### config.mk
export PLATFORM = sky130hd
export DESIGN_NAME = lsu_bus_master
export DESIGN_NICKNAME = d
export VERILOG_FILES = /design/src/rtl/lsu_bus_master_pkg.sv /design/src/rtl/lsu_bus_master_lane_align.sv /design/src/rtl/lsu_bus_master.sv
export SDC_FILE = /design/constraint.sdc
export NUM_CORES = 1
export LEC_CHECK = 0
export CAP_MARGIN = 10
export CELL_PAD_IN_SITES_DETAIL_PLACEMENT = 1
export CELL_PAD_IN_SITES_GLOBAL_PLACEMENT = 2
export CORE_ASPECT_RATIO = 1.25
export CORE_MARGIN = 2
export CORE_UTILIZATION = 32
export DETAILED_ROUTE_END_ITERATION = 8
export PLACE_DENSITY_LB_ADDON = 0.1
export SETUP_SLACK_MARGIN = 0.05
export SYNTH_ARGS = -nofsm -noshare
export SYNTH_HDL_FRONTEND = slang
export SYNTH_HIERARCHICAL = 1
export SYNTH_SLANG_ARGS = --single-unit
### constraint.sdc
create_clock -name clk -period 5.25 [get_ports clk]
set_input_delay 0.525 -clock clk [delete_from_list [all_inputs] [get_ports clk]]
set_output_delay 0.525 -clock clk [all_outputs]
set_load 0.01 [all_outputs]
### src/rtl/lsu_bus_master_pkg.sv
// Shared encodings for the LSU bus master: ctr_m field positions, access sizes,
// FSM states and the byte-lane rotation helpers used for big-endian lane placement.
package lsu_bus_master_pkg;

    localparam int CTR_WR_BIT   = 0;
    localparam int CTR_RD_BIT   = 1;
    localparam int CTR_SIZE_LSB = 2;
    localparam int CTR_UNS_BIT  = 4;

    typedef enum logic [1:0] {
        SZ_BYTE = 2'b00,
        SZ_HALF = 2'b01,
        SZ_WORD = 2'b10,
        SZ_RSVD = 2'b11
    } size_e;

    typedef enum logic [1:0] {
        IDLE  = 2'b00,
        BEAT1 = 2'b01,
        BEAT2 = 2'b10,
        DONE  = 2'b11
    } state_e;

    function automatic logic [2:0] size_len(input size_e size);
        case (size)
            SZ_BYTE: return 3'd1;
            SZ_HALF: return 3'd2;
            default: return 3'd4;
        endcase
    endfunction

    function automatic logic is_misaligned(input size_e size, input logic [1:0] off);
        case (size)
            SZ_HALF: return off[0];
            SZ_WORD: return off != 2'b00;
            default: return 1'b0;
        endcase
    endfunction

    // Byte offset 0 lives in bits [31:24], so moving toward higher offsets is a right rotate.
    function automatic logic [31:0] rotr_bytes(input logic [31:0] x, input logic [1:0] n);
        case (n)
            2'd0:    return x;
            2'd1:    return {x[7:0],  x[31:8]};
            2'd2:    return {x[15:0], x[31:16]};
            default: return {x[23:0], x[31:24]};
        endcase
    endfunction

    function automatic logic [31:0] rotl_bytes(input logic [31:0] x, input logic [1:0] n);
        case (n)
            2'd0:    return x;
            2'd1:    return {x[23:0], x[31:24]};
            2'd2:    return {x[15:0], x[31:16]};
            default: return {x[7:0],  x[31:8]};
        endcase
    endfunction

endpackage

### src/rtl/lsu_bus_master_lane_align.sv
// Combinational lane steering for the LSU: store data placement and per-beat byte
// enables, plus gathering of assembled load bytes with sign/zero extension.
module lsu_lane_align
    import lsu_bus_master_pkg::*;
(
    input  size_e       size_i,
    input  logic [1:0]  offset_i,
    input  logic        unsigned_i,
    input  logic [31:0] store_data_i,
    input  logic [31:0] assembled_i,
    output logic [31:0] wdata_o,
    output logic [3:0]  be_first_o,
    output logic [3:0]  be_second_o,
    output logic [31:0] load_data_o
);

    logic [4:0]  span_end;
    logic [31:0] store_left;
    logic [31:0] load_rot;

    // The access covers byte offsets [offset, span_end) of an 8-byte window; lane i is offset 3-i.
    always_comb begin
        span_end = {3'b000, offset_i} + {2'b00, size_len(size_i)};
        for (int i = 0; i < 4; i++) begin
            be_first_o[i]  = (5'(3 - i) >= {3'b000, offset_i}) && (5'(3 - i) < span_end);
            be_second_o[i] = 5'(7 - i) < span_end;
        end

        case (size_i)
            SZ_BYTE: store_left = {store_data_i[7:0], 24'h000000};
            SZ_HALF: store_left = {store_data_i[15:0], 16'h0000};
            default: store_left = store_data_i;
        endcase
        wdata_o = rotr_bytes(store_left, offset_i);

        load_rot = rotl_bytes(assembled_i, offset_i);
        case (size_i)
            SZ_BYTE: load_data_o = unsigned_i ? {24'h000000, load_rot[31:24]}
                                              : {{24{load_rot[31]}}, load_rot[31:24]};
            SZ_HALF: load_data_o = unsigned_i ? {16'h0000, load_rot[31:16]}
                                              : {{16{load_rot[31]}}, load_rot[31:16]};
            default: load_data_o = load_rot;
        endcase
    end

endmodule

### src/rtl/lsu_bus_master.sv
// Load/store bus initiator: turns one EX/MEM access into one or two req/ack word beats,
// stalls the pipeline meanwhile and returns extended load data with a one-cycle pulse.
module lsu_bus_master
    import lsu_bus_master_pkg::*;
#(
    parameter int ADDR_W   = 9,
    parameter int MAX_WAIT = 15
) (
    input  logic              clk,
    input  logic              rst,
    input  logic [5:0]        ctr_m,
    input  logic [31:0]       ALU_out,
    input  logic [31:0]       reg2_data,
    output logic              stall,
    output logic [31:0]       load_data,
    output logic              load_valid,
    output logic              err,
    output logic              mem_req,
    output logic              mem_we,
    output logic [ADDR_W-1:0] mem_addr,
    output logic [3:0]        mem_be,
    output logic [31:0]       mem_wdata,
    input  logic              mem_ack,
    input  logic [31:0]       mem_rdata
);

    localparam logic [3:0] WAIT_LAST = 4'(MAX_WAIT - 1);

    state_e            state_q;
    size_e             size_q;
    logic              write_q;
    logic              unsigned_q;
    logic              split_q;
    logic [ADDR_W-1:0] addr_q;
    logic [31:0]       store_q;
    logic [3:0]        wait_q;
    logic [31:0]       asm_q;
    logic [31:0]       asm_d;
    logic [31:0]       load_data_q;
    logic              load_valid_q;
    logic              err_q;

    logic              req_rd;
    logic              req_wr;
    size_e             req_size;
    logic              access;
    logic              illegal;
    logic              in_beat;
    logic [ADDR_W-1:0] word_addr;
    logic [3:0]        be_first;
    logic [3:0]        be_second;
    logic [3:0]        beat_be;
    logic [31:0]       lane_wdata;
    logic [31:0]       load_ext;
    logic              unused_inputs;

    assign req_wr   = ctr_m[CTR_WR_BIT];
    assign req_rd   = ctr_m[CTR_RD_BIT];
    assign req_size = size_e'(ctr_m[CTR_SIZE_LSB +: 2]);
    assign access   = (req_rd ^ req_wr) && (req_size != SZ_RSVD);
    assign illegal  = (req_rd && req_wr) || ((req_rd || req_wr) && (req_size == SZ_RSVD));

    assign unused_inputs = ^{ctr_m[5], ALU_out[31:ADDR_W]};

    assign in_beat   = (state_q == BEAT1) || (state_q == BEAT2);
    assign word_addr = {addr_q[ADDR_W-1:2], 2'b00};
    assign beat_be   = (state_q == BEAT2) ? be_second : be_first;

    // Bus signals decode straight from state so a reset drops mem_req without waiting for a clock.
    assign stall     = in_beat || ((state_q == IDLE) && access);
    assign mem_req   = in_beat;
    assign mem_we    = in_beat && write_q;
    assign mem_addr  = !in_beat           ? '0
                     : (state_q == BEAT2) ? word_addr + ADDR_W'(4)
                     :                      word_addr;
    assign mem_be    = in_beat ? beat_be : 4'b0000;
    assign mem_wdata = mem_we ? lane_wdata : 32'h0000_0000;

    assign load_data  = load_data_q;
    assign load_valid = load_valid_q;
    assign err        = err_q;

    always_comb begin
        asm_d = asm_q;
        for (int i = 0; i < 4; i++) begin
            if (beat_be[i]) begin
                asm_d[8*i +: 8] = mem_rdata[8*i +: 8];
            end
        end
    end

    lsu_lane_align u_lane_align (
        .size_i       (size_q),
        .offset_i     (addr_q[1:0]),
        .unsigned_i   (unsigned_q),
        .store_data_i (store_q),
        .assembled_i  (asm_d),
        .wdata_o      (lane_wdata),
        .be_first_o   (be_first),
        .be_second_o  (be_second),
        .load_data_o  (load_ext)
    );

    always_ff @(posedge clk or negedge rst) begin
        if (!rst) begin
            state_q      <= IDLE;
            size_q       <= SZ_BYTE;
            write_q      <= 1'b0;
            unsigned_q   <= 1'b0;
            split_q      <= 1'b0;
            addr_q       <= '0;
            store_q      <= 32'h0000_0000;
            wait_q       <= 4'd0;
            asm_q        <= 32'h0000_0000;
            load_data_q  <= 32'h0000_0000;
            load_valid_q <= 1'b0;
            err_q        <= 1'b0;
        end else begin
            load_valid_q <= 1'b0;
            err_q        <= 1'b0;
            case (state_q)
                IDLE: begin
                    wait_q <= 4'd0;
                    if (access) begin
                        size_q     <= req_size;
                        write_q    <= req_wr;
                        unsigned_q <= ctr_m[CTR_UNS_BIT];
                        split_q    <= is_misaligned(req_size, ALU_out[1:0]);
                        addr_q     <= ALU_out[ADDR_W-1:0];
                        store_q    <= reg2_data;
                        asm_q      <= 32'h0000_0000;
                        state_q    <= BEAT1;
                    end else if (illegal) begin
                        err_q <= 1'b1;
                    end
                end
                BEAT1, BEAT2: begin
                    if (mem_ack) begin
                        asm_q  <= asm_d;
                        wait_q <= 4'd0;
                        if ((state_q == BEAT1) && split_q) begin
                            state_q <= BEAT2;
                        end else begin
                            state_q      <= DONE;
                            load_valid_q <= !write_q;
                            if (!write_q) begin
                                load_data_q <= load_ext;
                            end
                        end
                    end else if (wait_q == WAIT_LAST) begin
                        // Abandon the access: a read still reports completion, with zero data.
                        state_q      <= DONE;
                        err_q        <= 1'b1;
                        load_valid_q <= !write_q;
                        load_data_q  <= 32'h0000_0000;
                    end else begin
                        wait_q <= wait_q + 4'd1;
                    end
                end
                DONE: begin
                    state_q <= IDLE;
                end
                default: begin
                    state_q <= IDLE;
                end
            endcase
        end
    end

endmodule
Word-level counts from Yosys, hierarchy flattened:

Index checks and enable logic that the tools add are counted.

* eq/ne operators: 17
* mux-type cells: 41
* reduce and logical (&&, ||, !) cells: 26
* magnitude comparators: 11
* add/subtract/negate cells: 3
* bitwise operators: 1

Operators with widths (number)
* 2-to-1 mux 32 bit: 9
* case mux 32 bit (2 select lines): 3
* case mux 32 bit (3 select lines): 2
* 2-to-1 mux 8 bit: 4
* less-than comparator 3 x 5 -> 1 bit (first input constant): 4
* 2-to-1 mux 9 bit: 2
* 2-to-1 mux 4 bit: 4
* equality test 2 bit (second input constant): 5
* less-than comparator 1 x 5 -> 1 bit (first input constant): 2
* less-than comparator 2 x 5 -> 1 bit (first input constant): 2
* inequality test 2 bit (second input constant): 5
* adder 9 x 3 -> 9 bit (second input constant): 1
* logical AND 1 bit: 9
* 2-to-1 mux 1 bit: 9
* equality test 2 x 1 -> 1 bit (second input constant): 4
* case mux 4 bit (2 select lines): 1
* logical NOT 2 bit: 3
* 2-to-1 mux 2 bit: 3
* inequality test 3 bit (second input constant): 2
* case mux 2 bit (3 select lines): 1
* case mux 3 bit (2 select lines): 1
* AND reduction 2 bit: 3
* nonzero test 2 bit: 3
* adder 2 x 3 -> 4 bit: 1
* other kinds (11): 16

* input bits: 105
* flip-flop bits (word level): 118
* logic and storage cells: 111
* output and inout port bits: 82

Logic depth before layout (Yosys ltp):

* depth after elaboration: 13
* gate-level depth with buffers: 18
* gate-level depth less buffers: 13

Hierarchy:

Netlist, hierarchy kept.

Modules (own cells, without submodules)
* lsu_bus_master: cells each 538, area an instance 5950.7 um^2, instances 1, seq. area each 2952.8 um^2
* lsu_lane_align: cells each 338, area an instance 2590.0 um^2, instances 1, seq. area each 0.0 um^2

Least setup slack after synthesis:

No wires, ideal clock.

* kind: reg-to-reg
* start point: register size_q[1]
* end point: register load_data_q[10] (netlist: load_data[10])
* setup time: 0.139 ns
* cell stages (with the launch flop): 17
* data required time: 5.111 ns
* slack: 1.576 ns
* data arrival time: 3.536 ns
* clock period less this slack: 3.674 ns
* cells stage by stage: dfrtp_1 buf_4 buf_2 nor2_2 ha_1 ha_1 a211oi_1 a31o_2 a21oi_1 mux2i_1 buf_2 mux2_2 mux4_2 nand3b_1 o221ai_1 nand4_1 o221ai_1

* elaborated cells between the ends (all ways): 27
* classes of those cells: 1 x add/sub; 8 x order compare; 1 x eq/ne; 13 x mux; 4 x reduce/logical

RTL lines
* start, declared: RTL line lsu_bus_master.sv:30 `size_e size_q;`
* start signal, assigned: RTL line lsu_bus_master.sv:125 `size_q <= req_size;`
* equality test 2 x 1 -> 1 bit / logical NOT 2 bit (equally long branches): RTL line lsu_bus_master_pkg.sv:25 `case (size)`
* case mux 3 bit (2 select lines) (*): RTL line lsu_bus_master_pkg.sv:25
* adder 2 x 3 -> 4 bit (*): RTL line lsu_bus_master_lane_align.sv:23 `span_end = {3'b000, offset_i} + {2'b00, size_len(size_i)};`
* less-than comparator 3 x 5 -> 1 bit (*): RTL line lsu_bus_master_lane_align.sv:26 `be_second_o[i] = 5'(7 - i) < span_end;`
* named net be_second[3]: RTL line lsu_bus_master.sv:51 `logic [3:0] be_second;`
* 2-to-1 mux 4 bit (*): RTL line lsu_bus_master.sv:67 `assign beat_be = (state_q == BEAT2) ? be_second : be_first;`
* 2-to-1 mux 8 bit (*): RTL line lsu_bus_master.sv:86 `if (beat_be[i]) begin`
* named net asm_d[31]: RTL line lsu_bus_master.sv:38 `logic [31:0] asm_d;`
* case mux 32 bit (3 select lines) (*): RTL line lsu_bus_master_pkg.sv:51 `case (n)`
* 2-to-1 mux 32 bit (*): RTL line lsu_bus_master_lane_align.sv:38 `SZ_BYTE: load_data_o = unsigned_i ? {24'h000000, load_rot[31:24]}`
* case mux 32 bit (2 select lines) (*): RTL line lsu_bus_master_lane_align.sv:37 `case (size_i)`
* named net load_ext[10]: RTL line lsu_bus_master.sv:54 `logic [31:0] load_ext;`
* 2-to-1 mux 32 bit (*): RTL line lsu_bus_master.sv:146 `if (!write_q) begin`
* 2-to-1 mux 32 bit (*): RTL line lsu_bus_master.sv:141 `if ((state_q == BEAT1) && split_q) begin`
* 2-to-1 mux 32 bit (*): RTL line lsu_bus_master.sv:138 `if (mem_ack) begin`
* end signal, assigned: RTL line lsu_bus_master.sv:147 `load_data_q <= load_ext;`
* end, declared: RTL line lsu_bus_master.sv:39 `logic [31:0] load_data_q;`

The timed path passes the listed nets; every way through them passes the cells marked *. The select of a mux whose other input is x is not followed.
A chain may end at the register's enable or synchronous reset.

Final worst setup path:

* start point: register size_q[1]
* end point: register load_data_q[14] (netlist: load_data[14])

* cells in the longest elaborated chain, start to end: 13
* elaborated cells between the ends (all ways): 27
* classes of those cells: 1 x add/sub; 8 x order compare; 1 x eq/ne; 13 x mux; 4 x reduce/logical

RTL lines
* equality test 2 x 1 -> 1 bit / logical NOT 2 bit (equally long branches): RTL line lsu_bus_master_pkg.sv:25
* case mux 3 bit (2 select lines) (*): RTL line lsu_bus_master_pkg.sv:25
* adder 2 x 3 -> 4 bit (*): RTL line lsu_bus_master_lane_align.sv:23
* less-than comparator 2 x 5 -> 1 bit (*): RTL line lsu_bus_master_lane_align.sv:25 `be_first_o[i] = (5'(3 - i) >= {3'b000, offset_i}) && (5'(3 - i) < span_end);`
* logical AND 1 bit (*): RTL line lsu_bus_master_lane_align.sv:25
* named net be_first[1]: RTL line lsu_bus_master.sv:50 `logic [3:0] be_first;`
* 2-to-1 mux 4 bit (*): RTL line lsu_bus_master.sv:67
* 2-to-1 mux 8 bit (*): RTL line lsu_bus_master.sv:86
* named net asm_d[15]: RTL line lsu_bus_master.sv:38
* case mux 32 bit (3 select lines) (*): RTL line lsu_bus_master_pkg.sv:51
* 2-to-1 mux 32 bit (*): RTL line lsu_bus_master_lane_align.sv:38
* case mux 32 bit (2 select lines) (*): RTL line lsu_bus_master_lane_align.sv:37
* named net load_ext[14]: RTL line lsu_bus_master.sv:54
* 2-to-1 mux 32 bit (*): RTL line lsu_bus_master.sv:146
* 2-to-1 mux 32 bit (*): RTL line lsu_bus_master.sv:141
* 2-to-1 mux 32 bit (*): RTL line lsu_bus_master.sv:138

Marks and branches as above.

==> reports/metrics.csv <==
metric,value,unit
grt_util_met1,0.260,
post_cts_buffers,0,
grt_usage,0.206,
ir_drop,0.226,mV
numCtsBuffers,17,
outcome,completed,
start_kind,flop,
start_util,0.326,
grt_max_degree,72,
path_max_fanout,19,
cts_tree,done,
num-fill-cells,2916,
drtIter0Drc,331,
path_class,flop to flop,
grt_overflow,0,
firstDrtPassIters,4,
die_w,150,µm
layout_min_cycle_time,4.06,ns
postCtsHoldBufs,0,
synth_cell_types,57,
synth_area,8540,µm²
synth-seq-cells,118,
wire_per_inst,21.0,µm
drc,0,
via_per_inst,5.49,
synth-async-reset-ratio,1.00,
vias,7406,
finalSetupTns,0,ns
grt_pass1_wl,45.3,mm
die_y,187,µm
layout-drive-gt1-share,0.144,
fmaxAchievable,0.247,GHz
gp_congestion,0.789,
fin_util,0.416,
gr-usage-met2,0.367,
syn-instance-count,876,
clock_skew,0.00945,ns
wl,28.2,mm
required,5.51,ns
final_nets,1116,
io_pins,187,
ys.flop_type,dfrtp_1,
avgSynthCellArea,9.75,µm²
rows,66,
ys_warn_count,6,
clock_sinks,118,
grt_pass1_vias,7901,
total_power,8130,µW
ant_nets,0,
timing.rr.start,size_q[1],
hold_viol,0,
portBuffers,160,
slew_headroom,0.294,
htreeDepth,4,
clkSlewWorstSetupHoldPaths,0.06,ns
rsz0062_at_grt,no,
die-area,28000,µm²
regArea,2960,µm²
leakage,0.00473,µW
cp-startpoint,size_q[1],
cts_root_buffer,clkbuf_16,
final_max_slew_viol_count,0,
syn2layout_area_growth,27.6,%
synth-edff-count,0,
busiest_layer,met2,
setup_violations,0,
grt_use_met3,0.0293,
maxCapViolCount,0,
diodes,0,
min_period_over_period,0.772,
multiInputGateArea,4990,µm²
dp_hpwl,20.0,mm
worstMarginPinSlew,1.06,ns
antenna_found_initial,0,
worstSkewPairLatency,0.42,ns
min_path_type,input port to async pin,
clk_path_buf_depth,2,
worstPathArrival,4.32,ns
powerDensity,746,nW/µm²
postCtsResizedCells,0,
end_kind,flop,
seq_area_frac_synth,0.346,
core_area,26200,µm²
## synth_stat cells, drive strengths merged, types with 2 or more instances
library cell | count | area [µm²]
nand3b | 6 | 45.0
a221oi | 12 | 105
ha | 15 | 188
a22oi | 7 | 52.6
a32oi | 2 | 17.5
buf | 42 | 290
and3 | 35 | 219
o221ai | 52 | 455
o22a | 2 | 17.5
nand3 | 16 | 80.1
a21boi | 2 | 15.0
a31oi | 2 | 12.5
a222oi | 2 | 20.0
a21o | 6 | 45.0
xor2 | 4 | 35.0
xnor2 | 2 | 17.5
and2 | 8 | 50.1
inv | 50 | 188
a221o | 4 | 40.0
nand4 | 34 | 213
nor2b | 9 | 56.3
nand2 | 83 | 319
clkbuf | 35 | 131
a32o | 4 | 40.0
nor3b | 3 | 27.5
mux2i | 46 | 460
nand2b | 2 | 12.5
mux2 | 116 | 1310
mux4 | 9 | 203
o21ai | 37 | 185
dfrtp | 118 | 2950
a21oi | 27 | 135
a211oi | 5 | 57.6
and3b | 9 | 78.8
a22o | 32 | 280
or3 | 3 | 18.8
and2b | 2 | 15.0
nor2 | 26 | 100
## placed cells by master (no fill, tap or decap), types with 4 or more instances in the layout
cell type | Yosys | layout
buf_4 | 11 | 17
and3b_1 | 9 | 9
inv_1 | 47 | 47
and2_1 | 8 | 8
nand4_1 | 34 | 34
a22oi_1 | 7 | 7
mux2i_1 | 46 | 46
mux4_2 | 9 | 9
o221ai_1 | 52 | 52
a221o_1 | 4 | 4
clkinvlp_4 | 0 | 4
nand3_1 | 16 | 16
ha_1 | 15 | 15
a21oi_1 | 27 | 27
o21ai_0 | 34 | 34
clkbuf_16 | 0 | 17
a221oi_1 | 12 | 12
xor2_1 | 4 | 4
nor2b_1 | 9 | 8
a22o_1 | 32 | 32
mux2_1 | 47 | 47
dfrtp_1 | 118 | 116
nand2_1 | 80 | 80
and3_1 | 35 | 35
a21o_1 | 6 | 6
nand3b_1 | 6 | 6
a32o_1 | 4 | 4
nor2_1 | 25 | 24
mux2_2 | 68 | 68
clkdlybuf4s50_1 | 0 | 158
a211oi_2 | 4 | 4
## final timing paths
check	to	slack [ns]	cells after the start
min in group clk	asm_q[28]	0.50	1
hold reg to reg	asm_q[28]	0.50	1
setup reg to reg	load_data[14]	1.19	13
hold / removal	load_valid	0.004	1
max in group asynchronous	addr_q[0]	4.14	2
setup / recovery	load_data[14]	1.19	13
## kinds of logic after synthesis
kind of cell,count (synthesis),share of synthesized area
compound gates,202,0.179
fa+ha+maj,15,0.0220
mux,171,0.231
simple gates,236,0.145
flops,118,0.346
other cells,1,0.000439
xor+xnor,6,0.00615
buf+inv,127,0.0713
## per-stage QoR
| step | instance area [µm²] | std cells | setup slack (ns) | hold slack, ns |
|---|---|---|---|---|
| after global placement | 10300 | 1317 | 1.25 | 0.455 |
| after global routing | 10900 | 1348 | 0.969 | 0.0120 |
| final | 10900 | 1348 | 1.19 | 0.00444 |
| after CTS | 10900 | 1348 | 1.14 | 0.00231 |
| after floorplan | 8540 | 877 | 1.58 | 0.229 |
| after detailed placement | 10300 | 1317 | 1.16 | 0.456 |
## final cells by class
| type | count | area share |
|---|---|---|
| flip-flops and latches | 118 | 0.271 |
| multi-input cells | 632 | 0.458 |
| clock inverters | 14 | 0.0163 |
| clock buffers | 17 | 0.0390 |
| inverters | 50 | 0.0172 |
| repair buffers | 177 | 0.159 |
| well taps | 340 | 0.0390 |
## layer usage
layer  vias to the layer above  share of wire  routed length [µm]
li1                       3536              -                   -
met4                         0          0.015                 430
met5                         -              0                   0
met1                      3722           0.43               12300
met3                        21          0.027                 773
met2                       127           0.52               14800
## critical path: stages (launching register included)
cell,delay [ns]
dfrtp_2,0.60
and2b_1,0.33
xnor2_1,0.16
ha_1,0.22
a211oi_1,0.23
a31o_2,0.19
a21boi_0,0.09
mux2i_1,0.30
mux2_2,0.43
mux4_2,0.55
nand3b_1,0.26
o221ai_1,0.23
nand4_1,0.18
o221ai_1,0.12
## state kept, by name (all words and copies together), names as in the netlist
register	cells
size_q	2
unsigned_q	1
addr_q	9
store_q	32
split_q	1
write_q	1
state_q	2
asm_q	32
load_data	32
load_valid	1
wait_q	4
err	1
## report_power, final
| group | total [µW] | internal, µW | switching [µW] |
|---|---|---|---|
| clock | 1210 | 749 | 465 |
| combinational | 5120 | 2370 | 2750 |
| sequential | 1790 | 1330 | 458 |
No activity file was read; power rests on OpenSTA's default activity.
